<file path="src/rtl/fft4_bfly_seq_if.sv">
// -----------------------------------------------------------------------------
// fft4_bfly_seq_if
// Purpose : Sample-in / bin-out stream bundle for the 4-point FFT frame
//           sequencer. Both directions use a valid/ready handshake.
// Signals : in_valid/in_ready/in_data     sample stream x[n] into the sequencer
//           out_valid/out_ready/out_data  bin stream X[k] out of the sequencer
//           out_last                      marks X[3]
// Modports: slave  - the sequencer's view (consumes samples, produces bins)
//           master - the stream driver/consumer's view
// -----------------------------------------------------------------------------
interface fft4_bfly_seq_if #(
    parameter int WIDTH = 32
) ();
    logic             in_valid;
    logic             in_ready;
    logic [WIDTH-1:0] in_data;
    logic             out_valid;
    logic             out_ready;
    logic [WIDTH-1:0] out_data;
    logic             out_last;

    modport slave (
        input  in_valid,
        input  in_data,
        input  out_ready,
        output in_ready,
        output out_valid,
        output out_data,
        output out_last
    );

    modport master (
        output in_valid,
        output in_data,
        output out_ready,
        input  in_ready,
        input  out_valid,
        input  out_data,
        input  out_last
    );
endinterface

</file>
<file path="src/rtl/fft4_bfly_seq.sv">
// -----------------------------------------------------------------------------
// fft4_bfly_seq
// Purpose : Frame sequencer for a 4-point radix-2 DIT FFT that time-shares one
//           external combinational butterfly. Per frame it loads 4 complex
//           samples, runs 4 butterflies (2 stages x 2) and unloads 4 bins in
//           order X0, X1, X2, X3.
//           Complex packing: {im[WIDTH-1:WIDTH/2], re[WIDTH/2-1:0]}, signed Q1.
// Ports   : clk, rst_n       clock (rising edge), async active-low reset
//           io (slave)       sample in / bin out stream, see fft4_bfly_seq_if
//           busy             high unless idle in LOAD with no sample taken
//           bf_a, bf_b, bf_w butterfly operands and twiddle (0 outside compute)
//           bf_p, bf_n       butterfly results A+WB, A-WB
//           inv              (only with FFT4_BFLY_SEQ_INV_EN) 1 = inverse FFT,
//                            sampled with x[0] and held for the frame
// Config  : define FFT4_BFLY_SEQ_INV_EN to add the inv port (W1 = +j when set).
// -----------------------------------------------------------------------------
module fft4_bfly_seq #(
    parameter int WIDTH = 32
) (
    input  logic             clk,
    input  logic             rst_n,
`ifdef FFT4_BFLY_SEQ_INV_EN
    input  logic             inv,
`endif
    fft4_bfly_seq_if.slave   io,
    output logic             busy,
    output logic [WIDTH-1:0] bf_a,
    output logic [WIDTH-1:0] bf_b,
    output logic [WIDTH-1:0] bf_w,
    input  logic [WIDTH-1:0] bf_p,
    input  logic [WIDTH-1:0] bf_n
);
    localparam int HW = WIDTH / 2;
    localparam logic [HW-1:0]    Q_ZERO = {HW{1'b0}};
    localparam logic [HW-1:0]    Q_POS  = {1'b0, {(HW-1){1'b1}}};               // ~ +1
    localparam logic [HW-1:0]    Q_NEG  = {1'b1, {(HW-2){1'b0}}, 1'b1};         // ~ -1
    localparam logic [WIDTH-1:0] W0     = {Q_ZERO, Q_POS};                      // +1
    localparam logic [WIDTH-1:0] W1_FWD = {Q_NEG, Q_ZERO};                      // -j
`ifdef FFT4_BFLY_SEQ_INV_EN
    localparam logic [WIDTH-1:0] W1_INV = {Q_POS, Q_ZERO};                      // +j
`endif

    typedef enum logic [2:0] {
        ST_LOAD   = 3'd0,
        ST_S1A    = 3'd1,
        ST_S1B    = 3'd2,
        ST_S2A    = 3'd3,
        ST_S2B    = 3'd4,
        ST_UNLOAD = 3'd5
    } state_t;

    state_t           state_r, state_nxt_s;
    logic [1:0]       count_r, count_nxt_s;   // load index in LOAD, bin index in UNLOAD
    logic [WIDTH-1:0] buf_r [0:3];
    logic             in_ready_r;
    logic             out_valid_r;
    logic             out_last_r;
    logic [WIDTH-1:0] out_data_r;
    logic             busy_r;
    logic             load_hs_s;
    logic             out_hs_s;
    logic [WIDTH-1:0] w1_s;
    logic [WIDTH-1:0] bf_a_s, bf_b_s, bf_w_s;
`ifdef FFT4_BFLY_SEQ_INV_EN
    logic             inv_r;
`endif

    // Bins sit in bit-reversed slots after the second stage.
    function automatic logic [WIDTH-1:0] bin_sel(input logic [1:0] k,
                                                 input logic [WIDTH-1:0] b0,
                                                 input logic [WIDTH-1:0] b1,
                                                 input logic [WIDTH-1:0] b2,
                                                 input logic [WIDTH-1:0] b3);
        logic [WIDTH-1:0] r;
        case (k)
            2'd0:    r = b0;
            2'd1:    r = b2;
            2'd2:    r = b1;
            2'd3:    r = b3;
            default: r = {WIDTH{1'b0}};
        endcase
        return r;
    endfunction

    assign load_hs_s    = io.in_valid & in_ready_r & (state_r == ST_LOAD);
    assign out_hs_s     = out_valid_r & io.out_ready & (state_r == ST_UNLOAD);
    assign io.in_ready  = in_ready_r;
    assign io.out_valid = out_valid_r;
    assign io.out_data  = out_data_r;
    assign io.out_last  = out_last_r;
    assign busy         = busy_r;
    assign bf_a         = bf_a_s;
    assign bf_b         = bf_b_s;
    assign bf_w         = bf_w_s;

`ifdef FFT4_BFLY_SEQ_INV_EN
    assign w1_s = inv_r ? W1_INV : W1_FWD;
`else
    assign w1_s = W1_FWD;
`endif

    // Next-state, counter and butterfly operand selection.
    always_comb begin
        state_nxt_s = state_r;
        count_nxt_s = count_r;
        bf_a_s      = {WIDTH{1'b0}};
        bf_b_s      = {WIDTH{1'b0}};
        bf_w_s      = {WIDTH{1'b0}};
        case (state_r)
            ST_LOAD: begin
                if (load_hs_s) begin
                    if (count_r == 2'd3) begin
                        count_nxt_s = 2'd0;
                        state_nxt_s = ST_S1A;
                    end else begin
                        count_nxt_s = count_r + 2'd1;
                    end
                end else begin
                    count_nxt_s = count_r;
                end
            end
            ST_S1A: begin
                bf_a_s = buf_r[0]; bf_b_s = buf_r[2]; bf_w_s = W0;
                state_nxt_s = ST_S1B;
            end
            ST_S1B: begin
                bf_a_s = buf_r[1]; bf_b_s = buf_r[3]; bf_w_s = W0;
                state_nxt_s = ST_S2A;
            end
            ST_S2A: begin
                bf_a_s = buf_r[0]; bf_b_s = buf_r[1]; bf_w_s = W0;
                state_nxt_s = ST_S2B;
            end
            ST_S2B: begin
                bf_a_s = buf_r[2]; bf_b_s = buf_r[3]; bf_w_s = w1_s;
                state_nxt_s = ST_UNLOAD;
            end
            ST_UNLOAD: begin
                if (out_hs_s) begin
                    if (count_r == 2'd3) begin
                        count_nxt_s = 2'd0;
                        state_nxt_s = ST_LOAD;
                    end else begin
                        count_nxt_s = count_r + 2'd1;
                    end
                end else begin
                    count_nxt_s = count_r;
                end
            end
            default: begin
                state_nxt_s = ST_LOAD;
                count_nxt_s = 2'd0;
            end
        endcase
    end

    // State, handshake flags and the registered bin output stage.
    always_ff @(posedge clk or negedge rst_n) begin
        if (!rst_n) begin
            state_r     <= ST_LOAD;
            count_r     <= 2'd0;
            in_ready_r  <= 1'b0;
            busy_r      <= 1'b0;
            out_valid_r <= 1'b0;
            out_last_r  <= 1'b0;
            out_data_r  <= {WIDTH{1'b0}};
        end else begin
            state_r    <= state_nxt_s;
            count_r    <= count_nxt_s;
            in_ready_r <= (state_nxt_s == ST_LOAD);
            busy_r     <= !((state_nxt_s == ST_LOAD) && (count_nxt_s == 2'd0));
            if (state_r == ST_UNLOAD) begin
                if (!out_valid_r) begin
                    // First UNLOAD cycle presents X0; this adds the cycle that
                    // puts out_valid five clocks after the last sample.
                    out_valid_r <= 1'b1;
                    out_last_r  <= 1'b0;
                    out_data_r  <= bin_sel(2'd0, buf_r[0], buf_r[1], buf_r[2], buf_r[3]);
                end else if (io.out_ready) begin
                    if (count_r == 2'd3) begin
                        out_valid_r <= 1'b0;
                        out_last_r  <= 1'b0;
                        out_data_r  <= {WIDTH{1'b0}};
                    end else begin
                        out_last_r  <= (count_r == 2'd2);
                        out_data_r  <= bin_sel(count_r + 2'd1, buf_r[0], buf_r[1], buf_r[2], buf_r[3]);
                    end
                end
            end else begin
                out_valid_r <= 1'b0;
                out_last_r  <= 1'b0;
                out_data_r  <= {WIDTH{1'b0}};
            end
        end
    end

`ifdef FFT4_BFLY_SEQ_INV_EN
    // Direction flag captured with x[0] so it cannot change mid-frame.
    always_ff @(posedge clk or negedge rst_n) begin
        if (!rst_n) begin
            inv_r <= 1'b0;
        end else if (load_hs_s && (count_r == 2'd0)) begin
            inv_r <= inv;
        end
    end
`endif

    // Sample buffer: loaded from the stream, then overwritten in place by each butterfly.
    always_ff @(posedge clk) begin
        case (state_r)
            ST_LOAD: begin
                if (load_hs_s) begin
                    buf_r[count_r] <= io.in_data;
                end
            end
            ST_S1A: begin buf_r[0] <= bf_p; buf_r[2] <= bf_n; end
            ST_S1B: begin buf_r[1] <= bf_p; buf_r[3] <= bf_n; end
            ST_S2A: begin buf_r[0] <= bf_p; buf_r[1] <= bf_n; end
            ST_S2B: begin buf_r[2] <= bf_p; buf_r[3] <= bf_n; end
            default: begin end
        endcase
    end
endmodule
</file>
<file path="src/flat_wrapper.sv">
// flat-port wrapper written by rule: the top's interface ports become plain ports
module fft4_bfly_seq_flat 
#(
    parameter int WIDTH = 32
)
  (clk, rst_n, busy, bf_a, bf_b, bf_w, bf_p, bf_n, io_in_valid, io_in_data, io_out_ready, io_in_ready, io_out_valid, io_out_data, io_out_last);
  fft4_bfly_seq_if #(.WIDTH(WIDTH)) io_i ();
  input  logic clk;
  input  logic rst_n;
  output logic busy;
  output logic [WIDTH-1:0] bf_a;
  output logic [WIDTH-1:0] bf_b;
  output logic [WIDTH-1:0] bf_w;
  input  logic [WIDTH-1:0] bf_p;
  input  logic [WIDTH-1:0] bf_n;
  input wire logic [$bits(io_i.in_valid)-1:0] io_in_valid;
  input wire logic [$bits(io_i.in_data)-1:0] io_in_data;
  input wire logic [$bits(io_i.out_ready)-1:0] io_out_ready;
  output wire logic [$bits(io_i.in_ready)-1:0] io_in_ready;
  output wire logic [$bits(io_i.out_valid)-1:0] io_out_valid;
  output wire logic [$bits(io_i.out_data)-1:0] io_out_data;
  output wire logic [$bits(io_i.out_last)-1:0] io_out_last;
  assign io_i.in_valid = io_in_valid;
  assign io_i.in_data = io_in_data;
  assign io_i.out_ready = io_out_ready;
  assign io_in_ready = io_i.in_ready;
  assign io_out_valid = io_i.out_valid;
  assign io_out_data = io_i.out_data;
  assign io_out_last = io_i.out_last;
  fft4_bfly_seq #(.WIDTH(WIDTH)) u_core (.clk(clk), .rst_n(rst_n), .io(io_i), .busy(busy), .bf_a(bf_a), .bf_b(bf_b), .bf_w(bf_w), .bf_p(bf_p), .bf_n(bf_n));
endmodule
</file>
<file path="config.mk">
export PLATFORM = sky130hd
export DESIGN_NAME = fft4_bfly_seq_flat
export DESIGN_NICKNAME = d
export VERILOG_FILES = /design/src/rtl/fft4_bfly_seq_if.sv /design/src/rtl/fft4_bfly_seq.sv /design/src/flat_wrapper.sv
export SDC_FILE = /design/constraint.sdc
export NUM_CORES = 1
export LEC_CHECK = 0
export ABC_AREA = 1
export CAP_MARGIN = 20
export CORE_ASPECT_RATIO = 1.5
export CORE_UTILIZATION = 45
export CTS_CLUSTER_DIAMETER = 50
export DETAILED_ROUTE_END_ITERATION = 10
export PLACE_DENSITY = 0.73
export SYNTH_ARGS = -nofsm -noshare
export SYNTH_HDL_FRONTEND = slang
export SYNTH_SLANG_ARGS = --single-unit
export TNS_END_PERCENT = 30
</file>
<file path="constraint.sdc">
create_clock -name clk -period 3.7 [get_ports clk]
set_input_delay 0.74 -clock clk [delete_from_list [all_inputs] [get_ports clk]]
set_output_delay 0.74 -clock clk [all_outputs]
set_load 0.01 [all_outputs]
</file>
==> results of run 1 <==
## cells in the mapped netlist (all sizes together)
cell type / number
o211ai: 23
edfxtp: 128
nand3: 118
buf: 66
a21oi: 53
conb: 1
o22ai: 32
ha: 6
nand2: 450
o21ai: 107
nor2: 39
a22oi: 28
clkbuf: 42
nor3: 1
dfrtp: 41
inv: 90
## through the flow
step	setup WS, ns	std cells	hold slack [ns]
after floorplan	1.367	1239	0.4444
after global placement	0.8423	1645	0.4591
after detailed placement	0.7989	1645	0.4746
after CTS	0.3148	1677	0.3386
after global routing	0.2301	1678	0.3724
final	0.2952	1678	0.3317
## logic make-up (layout without fill, tap and decap cells)
kind of cell,after synthesis,count (layout),share of synthesized area (%)
and+or+nand+nor,608,608,25.31
AOI/OAI and AO/OA,243,243,14.29
buffers and inverters,198,368,9.314
DFF,169,169,50.28
adders and majority gates,6,6,0.7751
other,1,16,0.03872
## flip-flops by register name (all words and copies together), names as in the netlist
register / cells
u_core.busy: 1
u_core.io.out_data: 32
u_core.io.out_last: 1
u_core.count_r: 2
u_core.io.in_ready: 1
u_core.io.out_valid: 1
u_core.state_r: 3
u_core.buf_r: 128
## layer usage
metal	vias to the layer above	track usage [%]	part of all wire, %
met5	-	0	0
met4	0	19.60	5.1
met3	141	4.554	9.2
met2	671	52.34	50
met1	4617	36.26	36
li1	4414	-	-
## report_power, final
part / internal (mW) / switching [mW]
Sequential: 3.14 / 0.451
Clock: 0.950 / 0.786
Combinational: 2.23 / 3.50
## area by class of cell
cell class                      instances  area share (%)
Clock buffer                           19           3.523
Multi-Input combinational cell        872           31.97
Antenna cell                            1         0.01990
Sequential cell                       169           38.73
Tap cell                              268           2.667
Inverter                               90           2.687
Clock inverter                         13          0.9553
Timing Repair Buffer                  246           19.44
## path summary, 6_finish.rpt
| kind | end | cells past startpoint | slack [ns] |
|---|---|---|---|
| setup reg to reg | u_core.buf_r[0][16] | 6 | 0.93 |
| setup / recovery | bf_b[31] | 7 | 0.30 |
| hold reg to reg | u_core.io.out_data[23] | 2 | 0.49 |
| hold / removal | u_core.io.out_data[2] | 1 | 0.33 |
| max in group asynchronous | u_core.io.out_data[15] | 2 | 2.59 |
| min in group clk | u_core.io.out_data[23] | 2 | 0.49 |
==> impl_results.rst, run 1 <==
.. list-table::
   :header-rows: 1

   * - Metric
     - Value
   * - Clk Tree Root Cell
     - sky130_fd_sc_hd__clkbuf_16
   * - Worst-margin pin slew
     - approximately 1.0 ns
   * - Top library cells by usage in the layout, fill and taps aside
     - sky130_fd_sc_hd__nand2_1, sky130_fd_sc_hd__clkdlybuf4s50_1, sky130_fd_sc_hd__edfxtp_1, sky130_fd_sc_hd__nand3_1, sky130_fd_sc_hd__o21ai_0
   * - Wire length per cell
     - 20.20 um
   * - Max Fanout on Critical Path
     - 13
   * - Reg2Reg Launch Point
     - u_core.state_r[0]
   * - Yosys top cell by area
     - sky130_fd_sc_hd__edfxtp_1
   * - Chip Height
     - between 150 and 200 um
   * - Detailed Route Iter0 Violations
     - approximately 1200
   * - CP Class
     - reg -> out
   * - Max Slew Vio Count
     - 0
   * - Post-CTS setup buffer count
     - 0
   * - Critical Path Max Stage Delay
     - slightly below 0.6 ns
   * - Die Footprint
     - approximately 22000 um2
   * - Pre-antenna DRT Iters
     - 8
   * - Post-Route Skew
     - ~0.0093 ns
   * - Insertion delay to the later sink of the worst-skew pair
     - 0.44 ns
   * - Power density relative to cell area
     - approximately 880 nW/um2
   * - Required time of the worst setup path
     - between 2 and 3 ns
   * - I/O Pins
     - between 200 and 250
   * - Remaining design rule violation count
     - 0
   * - Leading cell type in the layout, fill and taps excluded
     - sky130_fd_sc_hd__nand2_1
   * - Final Hold Viols
     - 0
   * - Number of buffers on the longest clock path
     - 2
   * - Worst IR drop on VDD
     - around 0.00053 V
   * - Clk pin slew, worst setup/hold paths
     - roughly 0.07 ns
   * - Detailed-route vias per instance
     - around 5.9
   * - Final critical-path required period
     - around 3.4 ns
   * - Top cells by area in the synthesized netlist
     - sky130_fd_sc_hd__edfxtp_1, sky130_fd_sc_hd__nand2_1, sky130_fd_sc_hd__dfrtp_1
   * - Clock buffer count from CTS
     - 17
   * - TritonCTS clock tree
     - built
   * - Count of warnings emitted by yosys
     - 0
   * - Detailed placer's ending HPWL
     - about 21 mm
   * - Sequential element share of the synthesized area
     - between 50% and 60%
   * - Fraction of layout instances using a drive strength above 1
     - under 10%
   * - CP top delay family
     - buffers and inverters
   * - Static leakage
     - approximately 5.3 nW
   * - GPL Wtd Cong
     - around 0.86
   * - Area after detailed placement
     - around 12000 um2
   * - Wire length of the first global-routing pass
     - slightly above 50 mm
   * - Post-Syn Instances
     - about 1200
   * - Mapped cell area
     - between 9000 and 10000 um2
   * - # nets final
     - ~1500
   * - Fin Setup TNS
     - 0 ns
   * - Pin count of the biggest net entering global routing
     - between 50 and 60
   * - Final standard cell area without fillers
     - around 13000 um2
   * - Cells along the critical path
     - inv_1 -> nor2_4 -> nand2_2 -> inv_1 -> a22oi_1 -> nand2_1 -> clkdlybuf4s50_1
   * - Count of filler cells inserted in the layout
     - around 1900
   * - Total area of sequential cells
     - roughly 5000 um2
   * - Number of buffer cells added on primary ports
     - between 200 and 250
   * - Nature of the critical path endpoint
     - output port
   * - Number of distinct standard cells referenced by the synthesized netlist
     - 23
   * - Number of storage elements in the synthesis netlist
     - roughly 170
   * - Number of antenna violations at the first check in global routing
     - 1
   * - Outcome
     - completed
   * - Pwr Total
     - between 10 and 15 mW
   * - Cell mode on critical path
     - sky130_fd_sc_hd__inv_1
   * - Initial core utilization
     - between 40 and 50%
   * - Post-Synthesis Mean Instance Area
     - ~8 um2
   * - Rows
     - 65
   * - Final worst-path cycle share
     - roughly 90%
   * - Core region area
     - approximately 21000 um2
   * - TritonCTS sink count
     - 169
   * - Vias in the first global route
     - around 9500
   * - Worst hold path type
     - in -> async
   * - Critical path startpoint
     - u_core.state_r[0]
   * - Multi-input logic area
     - 4020 um2
   * - Tightest slew margin relative to the limit
     - 32.64%
   * - CTS hold repair buffers
     - 0
   * - Die Width
     - ~120 um
   * - P&R area growth vs syn
     - 29.82%
   * - Crit path DAT
     - between 2 and 3 ns
   * - Buffers and inverters on the worst path
     - 3
   * - Htree depth
     - 4
   * - Startpoint types
     - flip-flop
   * - Max-cap viol count
     - 0
   * - Fin util
     - between 50% and 60%
   * - Maximum frequency from static timing analysis
     - approximately 290 MHz
   * - Global-route total usage across every layer
     - between 30% and 40%
   * - Final count of negative-setup-slack endpoints
     - 0
   * - CTS resizes
     - 0
   * - Overflow left after global routing
     - 0
   * - Crit path max-delay cell type
     - sky130_fd_sc_hd__inv_1
   * - RSZ-0062 raised after global routing
     - no
   * - Post-detailed-route count of antenna-violating nets
     - 0
   * - Area share of the leading cell type in the synthesized netlist
     - between 30% and 40%
   * - Final WL
     - 33.90 mm
   * - Total via count in the routed design
     - a little under 10000
(Power assumes the default switching activity.)
==> run 2, diff against run 1 <==
--- a/config.mk
+++ b/config.mk
@@ -8,10 +8,9 @@
 export ABC_AREA = 1
 export CAP_MARGIN = 20
 export CORE_ASPECT_RATIO = 1.5
-export CORE_UTILIZATION = 45
+export CORE_UTILIZATION = 30
 export CTS_CLUSTER_DIAMETER = 50
 export DETAILED_ROUTE_END_ITERATION = 10
-export PLACE_DENSITY = 0.73
 export SYNTH_ARGS = -nofsm -noshare
 export SYNTH_HDL_FRONTEND = slang
 export SYNTH_SLANG_ARGS = --single-unit
==> run 2 against run 1 <==
Combinational power grew 2%. Final area rose by 2.1%. Critical path depth did not move. Count of clock-buffer cells in the layout decreased by 2. Clock power rose by 10%. Critical path type unchanged. Register-to-register slack improved by 0.31 ns. Worst hold slack worse by 0.067 ns. Highest routed layer is now met5. Via count is 2.2% lower.
==> impl_results.rst, run 2 (synthesis gave the netlist of run 1 again) <==
.. list-table::
   :header-rows: 1

   * - Metric
     - Value
   * - Post-CTS setup buffer count
     - 0
   * - Max-cap viol count
     - 0
   * - Post-detailed-route count of antenna-violating nets
     - 0
   * - Max FFs per register
     - 128
   * - Reg2Reg Launch Point
     - u_core.state_r[0]
   * - P&R area growth vs syn
     - 32.59%
   * - Crit path DAT
     - ~2.6 ns
   * - Leading cell type in the layout, fill and taps excluded
     - sky130_fd_sc_hd__nand2_1
   * - Final Hold Viols
     - 0
   * - Post-Route Skew
     - ~0.0098 ns
   * - Max Slew Vio Count
     - 0
   * - Share of total power in the clock network
     - between 10% and 20%
   * - CP Class
     - reg -> out
   * - Max Fanout on Critical Path
     - 54
   * - Remaining design rule violation count
     - 0
   * - Insertion delay to the later sink of the worst-skew pair
     - 0.44 ns
   * - Power dissipated by switching net loads
     - 4.896 mW
   * - Switching part of the total power
     - a little over two fifths
   * - I/O Pins
     - about 230
   * - Vias in the first global route
     - 9376
   * - Wire length of the first global-routing pass
     - between 50 and 60 mm
   * - Final count of negative-setup-slack endpoints
     - 0
   * - # nets final
     - 1501
   * - RSZ-0062 raised after global routing
     - no
   * - Die Width
     - 148.7 um
   * - Detailed Route Iter0 Violations
     - 855
   * - Top library cells by usage in the layout, fill and taps aside
     - sky130_fd_sc_hd__nand2_1, sky130_fd_sc_hd__clkdlybuf4s50_1, sky130_fd_sc_hd__edfxtp_1, sky130_fd_sc_hd__nand3_1, sky130_fd_sc_hd__o21ai_0
   * - Die Footprint
     - ~33000 um2
   * - Final WL
     - 38.07 mm
   * - Core region area
     - approximately 32000 um2
   * - Sequential fraction of design power
     - 31.9%
   * - Final worst hold slack
     - 0.2647 ns
   * - CTS resizes
     - 0
   * - Maximum frequency from static timing analysis
     - approximately 300 MHz
   * - Worst-margin pin slew
     - a little over 1 ns
   * - Power density relative to cell area
     - 885.7 nW/um2
   * - Tightest slew margin relative to the limit
     - between 30% and 40%
   * - Initial core utilization
     - approximately 30%
   * - Worst hold path type
     - in -> async
   * - Nature of the critical path endpoint
     - output port
   * - Number of buffers on the longest clock path
     - 2
   * - Htree depth
     - 4
   * - FF-to-FF path depth
     - 6
   * - Wire length per cell
     - approximately 21 um
   * - Startpoint types
     - flip-flop
   * - TritonCTS clock tree
     - built
   * - Chip Height
     - around 220 um
   * - GPL Wtd Cong
     - 0.8159
   * - CTS hold repair buffers
     - 0
   * - Fin Setup TNS
     - 0 ns
   * - Detailed-route vias per instance
     - 5.281
   * - Number of antenna violations at the first check in global routing
     - 4
   * - Comb power frac
     - approximately 51%
   * - Worst IR drop on VDD
     - roughly 0.00047 V
   * - TritonCTS sink count
     - roughly 170
   * - Pre-antenna DRT Iters
     - 7
   * - Final worst-path cycle share
     - about nine tenths
   * - Detailed placer's ending HPWL
     - roughly 25 mm
   * - Outcome
     - completed
   * - Int Power
     - around 6.5 mW
   * - Total via count in the routed design
     - a little under 10000
   * - Static leakage
     - 5.355 nW
   * - Rows
     - 80
   * - Fraction of layout instances using a drive strength above 1
     - under 10%
   * - Global-route total usage across every layer
     - 23.20%
   * - Clk Tree Root Cell
     - sky130_fd_sc_hd__clkbuf_16
   * - Pin count of the biggest net entering global routing
     - 55
   * - Number of buffer cells added on primary ports
     - roughly 220
   * - Clk pin slew, worst setup/hold paths
     - around 0.070 ns
   * - Clock buffer count from CTS
     - 17
   * - Worst R2R End
     - u_core.buf_r[0][24]
   * - Register with the most flip-flops
     - u_core.buf_r
   * - Count of filler cells inserted in the layout
     - 3213
   * - Overflow left after global routing
     - 0
   * - Required time of the worst setup path
     - 2.96 ns
   * - Worst setup slack for register-to-register paths
     - between 1 and 1.5 ns
   * - Final critical-path required period
     - 3.377 ns
[run 2: changes by cell type in the layout (fill, tap and decap cells not counted), moves of 2 or more]
cell,change
sky130_fd_sc_hd__diode_2,+3
sky130_fd_sc_hd__inv_1,-2
sky130_fd_sc_hd__buf_4,-4
sky130_fd_sc_hd__bufinv_16,+2
sky130_fd_sc_hd__buf_12,+3
[run 2: worst max path at each step]
stage | cells past startpoint | slack (ns) | endpoint | from
after floorplan | 6 | 1.37 | u_core.buf_r[0][0] | u_core.count_r[0]
after global placement | 7 | 0.85 | bf_b[11] | u_core.state_r[0]
after detailed placement | 7 | 0.80 | bf_b[11] | u_core.state_r[0]
after CTS | 7 | 0.29 | bf_b[11] | u_core.state_r[0]
after global routing | 7 | 0.19 | bf_b[11] | u_core.state_r[0]
final | 7 | 0.32 | bf_b[11] | u_core.state_r[0]
[run 2: power groups by stage]
stage / combinational, mW / sequential (mW) / clock, mW
floorplan: 3.08 / 3.51 / 0
global placement: 5.76 / 3.63 / 0
detailed placement: 5.83 / 3.64 / 0
CTS: 5.85 / 3.61 / 1.95
global route: 6.29 / 3.69 / 2.01
finish: 5.83 / 3.63 / 1.92
[run 2: cell type report]
| type | instances | area, um2 | area share (%) |
|---|---|---|---|
| Timing Repair Buffer | 245 | 2475 | 19.27 |
| Clock buffer | 17 | 425.4 | 3.313 |
| Tap cell | 410 | 513.0 | 3.995 |
| Inverter | 90 | 337.8 | 2.631 |
| Antenna cell | 4 | 10.01 | 0.07794 |
| Multi-Input combinational cell | 872 | 4020 | 31.30 |
| Clock inverter | 15 | 191.4 | 1.491 |
| Sequential cell | 169 | 4870 | 37.92 |
[run 2: per-layer routing]
| metal | up-vias | GRT usage [%] | part of all wire (%) |
|---|---|---|---|
| met2 | 511 | 41.06 | 52 |
| met5 | - | 0 | 0.029 |
| met4 | 2 | 12.57 | 4.3 |
| met1 | 4592 | 26.22 | 37 |
| li1 | 4416 | - | - |
| met3 | 101 | 3.827 | 6.9 |
[run 2: critical path, stage by stage (launching register included)]
cell and delay [ns]:
sky130_fd_sc_hd__dfrtp_1 0.46, sky130_fd_sc_hd__nor2_1 0.27, sky130_fd_sc_hd__nand2_4 0.11, sky130_fd_sc_hd__nand2_4 0.23
sky130_fd_sc_hd__buf_12 0.26, sky130_fd_sc_hd__a22oi_1 0.10, sky130_fd_sc_hd__o21ai_0 0.14, sky130_fd_sc_hd__clkdlybuf4s50_1 0.59
[run 2: stage by stage]
stage               instance area, um2  total power, mW  std cells  utilization [%]  setup slack [ns]
floorplan                         9738            6.586       1239                -             1.367
global placement                 12220            9.392       1786            38.38            0.8508
detailed placement               12220            9.473       1786            38.38            0.7991
CTS                              12830            11.40       1818            40.31            0.2860
global route                     12840            11.99       1822            40.35            0.1945
finish                           12840            11.37       1822            40.35            0.3234
==> run 3, diff against run 2 <==
--- a/config.mk
+++ b/config.mk
@@ -11,6 +11,7 @@
 export CORE_UTILIZATION = 30
 export CTS_CLUSTER_DIAMETER = 50
 export DETAILED_ROUTE_END_ITERATION = 10
+export RECOVER_POWER = 100
 export SYNTH_ARGS = -nofsm -noshare
 export SYNTH_HDL_FRONTEND = slang
 export SYNTH_SLANG_ARGS = --single-unit
==> run 3 against run 2 <==
The run now ends with capacitance limit, slew limit left. Count of clock-buffer cells in the layout stayed put. Power down 3.2%. Die area did not move. Sequential cell count is the same. Maximum frequency fell by 3.6%. Combinational power fell by 6.3%. Core utilization shrank 0.35 points. Sequential power barely moved. Sequential share of layout area rose by 0.34 points. Routed wire length increased by 0.13%. Critical path type unchanged. Largest cell class unchanged. Highest routed layer unchanged.
==> impl_results.rst, run 3 (synthesis gave the netlist of run 1 again) <==
.. list-table::
   :header-rows: 1

   * - Metric
     - Value
   * - Share of total power in the clock network
     - between 10% and 20%
   * - Outcome
     - finished with violations
   * - Post-Route Skew
     - ~0.0099 ns
   * - Clk pin slew, worst setup/hold paths
     - around 0.07 ns
   * - Remaining design rule violation count
     - 0
   * - Rows
     - 80
   * - Insertion delay to the later sink of the worst-skew pair
     - around 0.45 ns
   * - Final standard cell area without fillers
     - approximately 13000 um2
   * - Max FFs per register
     - 128
   * - TritonCTS clock tree
     - built
   * - Number of buffers on the longest clock path
     - 2
   * - Worst setup slack for register-to-register paths
     - 0.48 ns
   * - Overflow left after global routing
     - 0
   * - Fin Setup TNS
     - 0 ns
   * - Worst R2R End
     - u_core.buf_r[0][17]
   * - Post-placement setup slack
     - approximately 0.8 ns
   * - Nature of the critical path endpoint
     - output port
   * - Hold Path Stages
     - 2
   * - Int Power
     - 6.174 mW
   * - Startpoint types
     - flip-flop
   * - Tightest slew margin relative to the limit
     - -50.01%
   * - P&R area growth vs syn
     - 31.43%
   * - Total area of sequential cells
     - 4870 um2
   * - Comb power frac
     - 49.6%
   * - Worst-margin pin slew
     - about 2.3 ns
   * - Wire length of the first global-routing pass
     - approximately 56 mm
   * - Core region area
     - about 32000 um2
   * - Final count of negative-setup-slack endpoints
     - 0
   * - CP Class
     - reg -> out
   * - Number of buffer cells added on primary ports
     - 216
   * - Vias in the first global route
     - 9376
   * - Switching part of the total power
     - between 40% and 50%
   * - TritonCTS sink count
     - between 150 and 200
   * - I/O Pins
     - around 230
   * - Sequential fraction of design power
     - roughly 33%
   * - RSZ-0062 raised after global routing
     - no
   * - Max-cap viol count
     - 4
   * - Detailed Route Iter0 Violations
     - 844
   * - Source of the worst hold timing path
     - u_core.io.out_last
   * - FF-to-FF path depth
     - 6
   * - CTS hold repair buffers
     - 0
   * - Capture endpoint of the worst hold path
     - u_core.io.out_last
   * - Area after detailed placement
     - ~12000 um2
   * - Number of antenna violations at the first check in global routing
     - 4
   * - Pre-antenna DRT Iters
     - 6
   * - Worst hold path type
     - reg -> reg
   * - Final WL
     - 38.12 mm
   * - Max Fanout on Critical Path
     - 32
   * - Final worst hold slack
     - between 0.4 and 0.5 ns
   * - Total via count in the routed design
     - ~9600
   * - Failing checks
     - capacitance limit, slew limit
   * - Power density relative to cell area
     - 865.3 nW/um2
   * - Initial core utilization
     - a little under a third
   * - Worst IR drop on VDD
     - about 0.00047 V
   * - Top library cells by usage in the layout, fill and taps aside
     - sky130_fd_sc_hd__nand2_1, sky130_fd_sc_hd__edfxtp_1, sky130_fd_sc_hd__nand3_1, sky130_fd_sc_hd__dlygate4sd3_1, sky130_fd_sc_hd__o21ai_0
   * - Max Slew Vio Count
     - 112
   * - Detailed placer's ending HPWL
     - between 20 and 25 mm
   * - GPL Wtd Cong
     - about 0.82
   * - Final worst-path cycle share
     - a little over nine tenths
   * - Leading cell type in the layout, fill and taps excluded
     - sky130_fd_sc_hd__nand2_1
   * - Clk Tree Root Cell
     - sky130_fd_sc_hd__clkbuf_16
   * - Die Width
     - 148.7 um
   * - Final Hold Viols
     - 0
   * - Fraction of layout instances using a drive strength above 1
     - slightly below 5%
   * - Chip Height
     - 222.1 um
   * - Htree depth
     - 4
   * - Static leakage
     - around 5.6 nW
   * - Pin count of the biggest net entering global routing
     - 55
   * - Count of filler cells inserted in the layout
     - about 3200
   * - Wire length per cell
     - about 21 um
   * - Final critical-path required period
     - about 3.5 ns
   * - Post-CTS setup buffer count
     - 0
   * - Reg2Reg Launch Point
     - u_core.state_r[0]
   * - Multi-input logic area
     - 3995 um2
   * - Die Footprint
     - 33020 um2
   * - Required time of the worst setup path
     - ~3.0 ns
   * - Crit path DAT
     - between 2 and 3 ns
   * - Smallest setup slack after layout
     - just under 0.2 ns
   * - Register with the most flip-flops
     - u_core.buf_r
   * - Clock buffer count from CTS
     - 17
   * - Power dissipated by switching net loads
     - around 4.8 mW
   * - Global-route total usage across every layer
     - a little under a quarter
   * - CTS resizes
     - 0
   * - Maximum frequency from static timing analysis
     - between 200 and 300 MHz
   * - Post-detailed-route count of antenna-violating nets
     - 0
   * - # nets final
     - approximately 1500
   * - Detailed-route vias per instance
     - approximately 5.3
## run 3: changes by cell type in the layout (fill, tap and decap cells not counted), moves of 3 or more
| cell | before | now |
|---|---|---|
| sky130_fd_sc_hd__dlygate4sd3_1 | 0 | 112 |
| sky130_fd_sc_hd__o21ai_0 | 101 | 106 |
| sky130_fd_sc_hd__inv_2 | 8 | 4 |
| sky130_fd_sc_hd__clkdlybuf4s50_1 | 215 | 103 |
| sky130_fd_sc_hd__buf_12 | 8 | 4 |
| sky130_fd_sc_hd__inv_1 | 81 | 84 |
| sky130_fd_sc_hd__nand2_1 | 443 | 448 |
| sky130_fd_sc_hd__nand2_2 | 5 | 0 |
| sky130_fd_sc_hd__buf_4 | 21 | 12 |
| sky130_fd_sc_hd__clkbuf_1 | 0 | 6 |
| sky130_fd_sc_hd__clkbuf_2 | 0 | 7 |
| sky130_fd_sc_hd__o21ai_1 | 6 | 1 |
## run 3: routing by layer
layer | GRT usage [%] | up-vias | share of wire (%)
met1 | 26.22 | 4588 | 37
met3 | 3.827 | 110 | 7.1
met2 | 41.06 | 511 | 52
li1 | - | 4415 | -
met4 | 12.57 | 2 | 4.5
met5 | 0 | - | 0.029
## run 3: power by group through the flow
stage               clock, mW  combinational [mW]  sequential [mW]
finish                   1.92                5.46             3.64
CTS                      1.95                5.85             3.61
floorplan                   0                3.08             3.51
detailed placement          0                5.83             3.64
global route             2.01                5.92             3.70
global placement            0                5.76             3.63
## run 3: critical path, cell delays in order, from the launching register on
cell and delay [ns]:
sky130_fd_sc_hd__dfrtp_1 0.49, sky130_fd_sc_hd__inv_1 0.17, sky130_fd_sc_hd__nand2_1 0.13, sky130_fd_sc_hd__nor2_4 0.10, sky130_fd_sc_hd__clkbuf_4 0.49, sky130_fd_sc_hd__nand2_1 0.10
sky130_fd_sc_hd__nand3_1 0.20, sky130_fd_sc_hd__dlygate4sd3_1 0.64
## run 3: worst max-delay path by stage
stage,cells past startpoint,to,startpoint
2_1_floorplan,6,u_core.buf_r[0][0],u_core.count_r[0]
4_1_cts,7,bf_b[11],u_core.state_r[0]
3_5_place_dp,7,bf_b[11],u_core.state_r[0]
3_3_place_gp,7,bf_b[11],u_core.state_r[0]
5_1_grt,7,bf_a[6],u_core.state_r[2]
6_report,7,bf_a[9],u_core.state_r[2]
## run 3: final cells by class
cell class | count | area share (%)
Timing Repair Buffer | 245 | 18.75
Multi-Input combinational cell | 872 | 31.38
Inverter | 90 | 2.654
Antenna cell | 4 | 0.07863
Clock inverter | 15 | 1.504
Tap cell | 410 | 4.030
Clock buffer | 17 | 3.342
Sequential cell | 169 | 38.25
## run 3: stage by stage
stage	cells	utilization [%]	total power [mW]
final	1822	39.99	11.02
after global routing	1822	39.99	11.63
after CTS	1818	40.31	11.40
after detailed placement	1786	38.38	9.473
after global placement	1786	38.38	9.392
after floorplan	1239	-	6.586
